## src/rtl/seq_ctrl_cnt.sv

```systemverilog
// Sequencing controller: arm on go, wait on x[GO_BIT], evaluate, then run action A or B and a timed hold.
// A saturating evaluation-visit counter diverts into a sticky DIVERT state once THRESH is reached.
module seq_ctrl_cnt #(
    parameter int X_W      = 6,
    parameter int CNT_W    = 4,
    parameter int THRESH   = 5,
    parameter int HOLD_CYC = 3,
    parameter int GO_BIT   = 3
) (
    input  logic             clk,
    input  logic             rst,
    input  logic             go,
    input  logic             stop,
    input  logic             cnt_en,
    input  logic             clr_cnt,
    input  logic [X_W-1:0]   x,
    output logic             busy,
    output logic             act_a,
    output logic             act_b,
    output logic             done,
    output logic             divert,
    output logic [3:0]       state_o,
    output logic [CNT_W-1:0] cnt_o
);

    typedef enum logic [3:0] {
        S_IDLE   = 4'd0,
        S_ARM    = 4'd1,
        S_WAIT   = 4'd2,
        S_EVAL   = 4'd3,
        S_ACT_A  = 4'd4,
        S_ACT_B  = 4'd5,
        S_HOLD   = 4'd6,
        S_DONE   = 4'd7,
        S_DIVERT = 4'd8
    } state_t;

    localparam int TW = (HOLD_CYC > 1) ? $clog2(HOLD_CYC) : 1;
    localparam logic [TW-1:0]    HOLD_LAST = TW'(HOLD_CYC - 1);
    localparam logic [CNT_W-1:0] CNT_MAX   = '1;
    localparam logic [CNT_W-1:0] THR       = CNT_W'(THRESH);

    state_t           state;
    logic [CNT_W-1:0] cnt;
    logic [TW-1:0]    timer;
    logic [CNT_W-1:0] cnt_inc;
    logic             unused_x;

    assign cnt_inc  = (cnt == CNT_MAX) ? cnt : cnt + 1'b1;
    assign unused_x = ^x;

    always_ff @(negedge clk or posedge rst) begin
        if (rst) begin
            state <= S_IDLE;
            cnt   <= '0;
            timer <= '0;
        end else if (state == S_DIVERT) begin
            if (clr_cnt) begin
                state <= S_IDLE;
                cnt   <= '0;
            end
        end else begin
            // clr wins over the EVAL increment; stop suppresses the increment
            if (clr_cnt)
                cnt <= '0;
            else if (state == S_EVAL && !stop)
                cnt <= cnt_inc;

            if (stop && state != S_IDLE) begin
                state <= S_IDLE;
            end else begin
                case (state)
                    S_IDLE:  if (go) state <= S_ARM;
                    S_ARM:   state <= S_WAIT;
                    S_WAIT:  if (x[GO_BIT]) state <= S_EVAL;
                    S_EVAL: begin
                        if (cnt_en && cnt_inc >= THR) state <= S_DIVERT;
                        else if (x[0] && x[1])        state <= S_ACT_A;
                        else if (x[0])                state <= S_ACT_B;
                        else                          state <= S_WAIT;
                    end
                    S_ACT_A: begin
                        state <= S_HOLD;
                        timer <= '0;
                    end
                    S_ACT_B: if (x[2]) begin
                        state <= S_HOLD;
                        timer <= '0;
                    end
                    S_HOLD: begin
                        if (timer == HOLD_LAST) state <= S_DONE;
                        timer <= timer + 1'b1;
                    end
                    S_DONE:  state <= S_IDLE;
                    default: state <= S_IDLE;
                endcase
            end
        end
    end

    assign busy    = (state != S_IDLE) && (state <= S_DIVERT);
    assign act_a   = (state == S_ACT_A);
    assign act_b   = (state == S_ACT_B);
    assign done    = (state == S_DONE);
    assign divert  = (state == S_DIVERT);
    assign state_o = state;
    assign cnt_o   = cnt;

endmodule

```

## config.mk

```make
export PLATFORM = sky130hd
export DESIGN_NAME = seq_ctrl_cnt
export DESIGN_NICKNAME = d
export VERILOG_FILES = /design/src/rtl/seq_ctrl_cnt.sv
export SDC_FILE = /design/constraint.sdc
export NUM_CORES = 1
export LEC_CHECK = 0
export CORE_UTILIZATION = 30
export CTS_BUF_LIST = sky130_fd_sc_hd__clkbuf_4 sky130_fd_sc_hd__clkbuf_8
export CTS_CLUSTER_SIZE = 8
export DETAILED_ROUTE_END_ITERATION = 16
export HOLD_SLACK_MARGIN = 0.03
export PLACE_DENSITY_LB_ADDON = 0.25
export SYNTH_ARGS = -nofsm -noshare
export SYNTH_HDL_FRONTEND = slang
export SYNTH_SLANG_ARGS = --single-unit
```

## constraint.sdc

```tcl
create_clock -name clk -period 1.95 [get_ports clk]
set_input_delay 0.195 -clock clk [delete_from_list [all_inputs] [get_ports clk]]
set_output_delay 0.195 -clock clk [all_outputs]
set_load 0.05 [all_outputs]
```

## After elaboration in Yosys (flattened, before gate mapping)

Cells that the tools add are included.

| cells by class | value |
|---|---|
| $add $sub $neg | 2 |
| multiply operators | 0 |
| divide/modulo/power cells | 0 |
| order comparisons | 2 |
| equal/unequal tests | 16 |
| shifts and indexed selects | 0 |
| mux-type cells | 17 |
| bitwise logic cells | 2 |
| reduce and logical (&&, ||, !) cells | 13 |

Operator list:

| cell | count |
|---|---|
| 4-bit 2-to-1 mux | 12 |
| 4-bit one-hot mux with 7 select lines | 1 |
| 4-bit by 3-bit equality test with 1-bit output, second input constant | 4 |
| 4-bit inequality test, second input constant | 3 |
| 4-bit by 2-bit equality test with 1-bit output, second input constant | 2 |
| 4-bit equality test, second input constant | 2 |
| 3-bit 2-to-1 mux | 2 |
| 2-bit one-hot mux with 3 select lines | 1 |
| 1-bit logical AND | 5 |
| 5-bit AND reduction | 1 |
| 4-bit by 1-bit adder with 4-bit output, second input constant | 1 |
| 4-bit by 1-bit equality test with 1-bit output, second input constant | 1 |
| 4-bit by 3-bit >= comparator with 1-bit output, second input constant | 1 |
| 4-bit <= comparator, second input constant | 1 |
| 4-bit zero test | 1 |
| 2-bit inequality test, second input constant | 2 |
| 4-bit by 2-bit inequality test with 1-bit output, second input constant | 1 |
| 4-bit AND reduction | 1 |
| 4-bit nonzero test | 1 |
| 3-bit nonzero test | 1 |
| 2-bit by 1-bit adder with 2-bit output, second input constant | 1 |
| 2-bit equality test, second input constant | 1 |
| 2-bit 2-to-1 mux | 1 |
| 1-bit inverter | 2 |
| other kinds (3) | 3 |

| word-level totals | value |
|---|---|
| bits in registers | 10 |
| bits in latches | 0 |
| bits in writable memories | 0 |
| ROM bits | 0 |
| input port bits | 12 |
| output and inout bits | 13 |
| word-level logic and storage cells | 55 |
| memories | 0 |

## Logic depth before layout (Yosys ltp)

Gate-level depths: netlist of run 1.

| depth | value |
|---|---|
| word-level depth | 8 |
| depth in mapped cells | 6 |
| mapped depth without buffers | 6 |

==> impl_metrics.toml, run 1 <==
[synth]
synth_seq_area_share_pct = 31.2
syn_nets = 108
ys.warnings.count = 0
synthDistinctLibCells = 43
synth_ff_type = "dfrtn_1"
synth_seq_cells = 10
syn_area_per_cell_um2 = 8.53
synth_edf_count = 0
async_flop_share_pct = 100
netlist_area_um2 = 802
synthCells = 94

[power_and_ir_drop]
switching_share_pct = 41.4
intPower_mw = 1.01
pwr-share-comb_pct = 74.7
seqPwrFrac_pct = 17.3
power_mw = 1.73
p_clk_share_pct = 8.0
p_per_area_nw_per_um2 = 1030
p_leak_nw = 0.733
ir_drop_mv = 1.01
power.switching_uw = 715

[die]
rows = 18
die_y_um = 53.7
coreArea_um2 = 2500
dieArea_um2 = 2880
die_w_um = 53.7
io-pin-count = 25
initial_utilization_pct = 32.1

[placement]
dpl.hpwl_mm = 1.80
pre_cts_ws_ps = -895
gp_congestion = 0.782
port_buffers = 22
dp_cells = 158

[global_routing]
grt_max_degree = 11
grt_overflow_total = 0
grt_usage_pct = 20.0
grt_pass1_vias = 943
grt_first_pass_wirelength_mm = 4.15
grt_antenna_before_repair = 0

[drt]
drcViolationCount = 0
drt_iter0_drc = 13
avgRoutedWirePerCell_um = 14.9
detail-route-antenna-nets = 0
dr.pass1.iters = 4
wirelength_mm = 2.69
vias = 967
vias_per_cell = 5.34

[final_layout]
layout_commonest_cell = "buf_4"
instances_no_fill = 181
final_nets = 167
drive_above_1_share_pct = 49.0
mostFrequentLayoutCells = "buf_4, buf_12, dfrtn_1"
diodes = 0
area_growth_pct = 109

[critical_path]
path_class = "flip-flop to output pin"
crit_family = "flip-flops"
required_ps = 1750
endpoint_kind = "output pin"
critPathMaxStageDelay_ps = 500
critPathArrivalTime_ps = 2290
critPathMaxFanout = 3
path_cells = "buf_6 > buf_4 > nand2_2 > nor2_4 > buf_12"
cp_num_buf_inv = 3
cp_slowest_cell = "dfrtn_1"
critPathLaunchType = "flip-flop"

[run_status]
status = "finished, violations left"
violations = "negative setup slack"

[sta]
rsz0062_at_grt = "yes"
slew_headroom_pct = 67.2
finalHoldViolCount = 0
maxSlewViolCount = 0
finalSetupViolCount = 17
finalWorstSetupSlack_ps = -533
fin_worst_skew_ps = 0.815
worst_pin_slew_ps = 492

[clock_tree]
cts-htree-levels = 1
clkLatencyLatePin_ps = 270
cts_buffer_depth = 2
cts_hold_buf = 0
cts_made_buffers = 3
cts.clk_slew.worst_paths_ps = 50
cts_root_buf = "clkbuf_4"
cts.sinks = 10
tritoncts = "yes"

[job]
cap_violations = 0

[min_path]
min_path_type = "flip-flop to flip-flop"
[sequential cells by signal (all words and copies together) (netlist names)]
register,cells
cnt_o,4
timer,2
state_o,4
[logic make-up (layout without fill, tap and decap cells)]
logic type | Yosys count | count (layout) | share of synthesized area, %
compound gates | 26 | 26 | 25.6
xor+xnor | 2 | 2 | 2.18
fa+ha+maj | 2 | 2 | 3.12
buf+inv | 12 | 69 | 6.24
flops | 10 | 10 | 31.2
mux | 2 | 2 | 2.50
simple gates | 40 | 40 | 29.2
[synth_stat cells (all sizes together) (2+ instances only)]
library cell | count | share of area [%]
o21ai | 3 | 1.9
o21bai | 2 | 1.9
nor3 | 3 | 1.9
dfrtn | 10 | 31
xnor2 | 2 | 2.2
ha | 2 | 3.1
a21oi | 3 | 1.9
mux2i | 2 | 2.5
clkbuf | 3 | 1.4
nor4 | 3 | 2.3
buf | 2 | 1.6
a21o | 2 | 1.9
nand2b | 4 | 3.1
a22o | 2 | 2.2
inv | 7 | 3.3
and4b | 2 | 2.5
nand2 | 7 | 3.3
nand4bb | 2 | 2.8
nor2 | 10 | 4.7
[per-layer routing]
metal | vias to the layer above | global-route usage, % | part of all wire, %
met3 | 6 | 2.54 | 4.1
met2 | 24 | 38.3 | 55
li1 | 470 | - | -
met1 | 467 | 22.3 | 40
met4 | 0 | 6.58 | 1.2
met5 | - | 0 | 0
[final cells by class]
class | instances | area [um2]
Fill cell | 195 | 822
Timing Repair Buffer | 59 | 687
Multi-Input combinational cell | 72 | 651
Clock buffer | 3 | 22.5
Inverter | 7 | 30.0
Sequential cell | 10 | 250
Tap cell | 30 | 37.5
[through the flow]
step | util (%) | TNS, ps | instance area [um2] | hold WS [ps]
2_1_floorplan | - | -4290 | 931 | 452
3_3_place_gp | 55.5 | -8090 | 1390 | 476
6_report | 67.1 | -5400 | 1680 | 490
5_1_grt | 67.1 | -5970 | 1680 | 507
4_1_cts | 65.1 | -5310 | 1630 | 492
3_5_place_dp | 55.5 | -8370 | 1390 | 491
[power by group through the flow]
stage | combinational, mW | sequential, mW | clock (mW)
after detailed placement | 0.977 | 0.303 | 0
final | 1.29 | 0.299 | 0.137
after global placement | 0.957 | 0.302 | 0
after floorplan | 0.514 | 0.400 | 0
after global routing | 1.36 | 0.304 | 0.152
after CTS | 1.24 | 0.298 | 0.141
[final timing paths]
kind | from | endpoint | slack [ps] | cells after the start
setup reg to reg | state_o[1] | state_o[1] | -210 | 8
min in group asynchronous | rst | cnt_o[0] | 1070 | 2
max in group asynchronous | rst | state_o[3] | 560 | 2
hold / removal | timer[0] | timer[0] | 490 | 1
setup / recovery | state_o[2] | done | -530 | 5
hold reg to reg | timer[0] | timer[0] | 490 | 1
[repair_timing]
| action | 4_1_cts | 5_1_grt |
|---|---|---|
| setup buffers | 20 | 2 |
| resized for setup | 26 | 7 |
| setup endpoints to repair | 22 | 20 |
| pin swaps | 9 | 7 |
(Power assumes the default switching activity.)
==> run 2: changes to the inputs <==
- CAP_MARGIN: default -> 10
==> results of run 2 <==
No change in the layout: final DEF, timing and power equal those of run 1.
==> run 3: changes to the inputs <==
- HOLD_SLACK_MARGIN: 0.03 -> 0.06
- REMOVE_ABC_BUFFERS: default -> 1
==> run 3 against run 2 <==
Clock power barely moved. Combinational power down 4%. Design area down 0.82%. Sequential share of layout area increased by 0.12 points. Die area unchanged. Count of clock-buffer cells in the layout unchanged. The run still ends with negative setup slack left.
==> impl_metrics.toml, run 3 (same netlist as run 1, synthesis figures left out) <==
[run_status]
status = "finished, violations left"
violations = "negative setup slack"

[drt]
avgRoutedWirePerCell_um = 16.1
dr.pass1.iters = 6
drcViolationCount = 0
detail-route-antenna-nets = 0
vias_per_cell = 5.49
drt_iter0_drc = 18
vias = 1022
wirelength_mm = 2.99

[critical_path]
critPathLaunchType = "flip-flop"
path_cells = "buf_4 > nor3_4 > xnor2_1 > buf_12"
critPathMaxFanout = 3
required_ps = 1750
path_class = "flip-flop to output pin"
critPathArrivalTime_ps = 2320
endpoint_kind = "output pin"
critPathMaxStageDelay_ps = 360
cp_slowest_cell = "dfrtn_1"

[final_layout]
drive_above_1_share_pct = 49.4
final_nets = 172
layout_commonest_cell = "buf_4"
diodes = 0
area_growth_pct = 107
mostFrequentLayoutCells = "buf_4, buf_12, buf_6"

[die]
io-pin-count = 25
die_y_um = 53.7
initial_utilization_pct = 32.1
coreArea_um2 = 2500
rows = 18
die_w_um = 53.7
dieArea_um2 = 2880

[sta]
timing.hold.ws_ps = 502
worst_pin_slew_ps = 480
slew_headroom_pct = 67.2
finalHoldViolCount = 0
rsz0062_at_grt = "yes"
finalSetupViolCount = 16
finalWorstSetupSlack_ps = -567
fin_worst_skew_ps = 7.99
maxSlewViolCount = 0

[global_routing]
grt_first_pass_wirelength_mm = 4.25
grt_max_degree = 11
grtUsageMet3_pct = 3.11
gr-usage-met2_pct = 38.7
met1_usage_pct = 23.8
grt_overflow_total = 0
grt-busiest-layer = "met2"
grt_pass1_vias = 976
grt_usage_pct = 21.0
grt_antenna_before_repair = 0

[clock_tree]
clkLatencyLatePin_ps = 270
cts_hold_buf = 0
cts_root_buf = "clkbuf_4"
cts_buffer_depth = 2
cts_made_buffers = 3
cts.sinks = 10
tritoncts = "yes"
cts-htree-levels = 1
cts.clk_slew.worst_paths_ps = 50

[min_path]
min_path_type = "flip-flop to flip-flop"

[power_and_ir_drop]
p_leak_nw = 0.738
ir_drop_mv = 0.981
p_per_area_nw_per_um2 = 1000
power_mw = 1.67

[placement]
gp_congestion = 0.877
dpl.hpwl_mm = 1.66
port_buffers = 22

[job]
cap_violations = 0
[run 3: worst max-delay path: cells and delay by family, from the launching register on]
family | cells | cell delay, ps
simple gates | 1 | 180
buf+inv | 2 | 330
xor+xnor | 1 | 200
flops | 1 | 360
[run 3: power by group]
group / internal [mW] / switching [mW]
logic: 0.631 / 0.609
registers: 0.254 / 0.0379
clock network: 0.0710 / 0.0663
total: 0.956 / 0.713
[run 3: repair_timing]
action,in CTS,in global routing
gates resized for setup,31,15
gates cloned,1,0
pin swaps,10,9
buffers inserted,18,8
setup endpoints to repair,22,21
[run 3: stage by stage]
stage | std cells | util (%) | setup slack [ps] | TNS [ps] | instance area [um2]
5_1_grt | 186 | 66.6 | -616 | -5730 | 1660
6_report | 186 | 66.6 | -567 | -5210 | 1660
4_1_cts | 180 | 62.0 | -543 | -5380 | 1550
2_1_floorplan | 89 | - | -1320 | -7030 | 778
3_3_place_gp | 158 | 51.8 | -897 | -7850 | 1290
3_5_place_dp | 158 | 51.8 | -913 | -8000 | 1290
[run 3: per-layer routing]
metal | vias up | share of wire (%) | wire, um
li1 | 479 | - | -
met2 | 45 | 53 | 1570
met4 | 0 | 0.43 | 13
met3 | 4 | 5.1 | 151
met1 | 494 | 42 | 1250
met5 | - | 0 | 0
[run 3: final cells by class]
class	count	area, um2
Multi-Input combinational cell	72	616
Fill cell	192	836
Inverter	7	26.3
Sequential cell	10	250
Clock buffer	3	22.5
Tap cell	30	37.5
Timing Repair Buffer	64	712
[run 3: path summary, 6_finish.rpt]
| check | start | end | slack, ps | cells past startpoint |
|---|---|---|---|---|
| worst max-delay path | state_o[0] | busy | -570 | 4 |
| worst min-delay path | timer[1] | timer[1] | 500 | 1 |
| worst max register to register | state_o[2] | state_o[1] | -100 | 6 |
| worst min register to register | timer[1] | timer[1] | 500 | 1 |
| max in group asynchronous | rst | timer[1] | 710 | 3 |
| min in group asynchronous | rst | cnt_o[1] | 1060 | 3 |
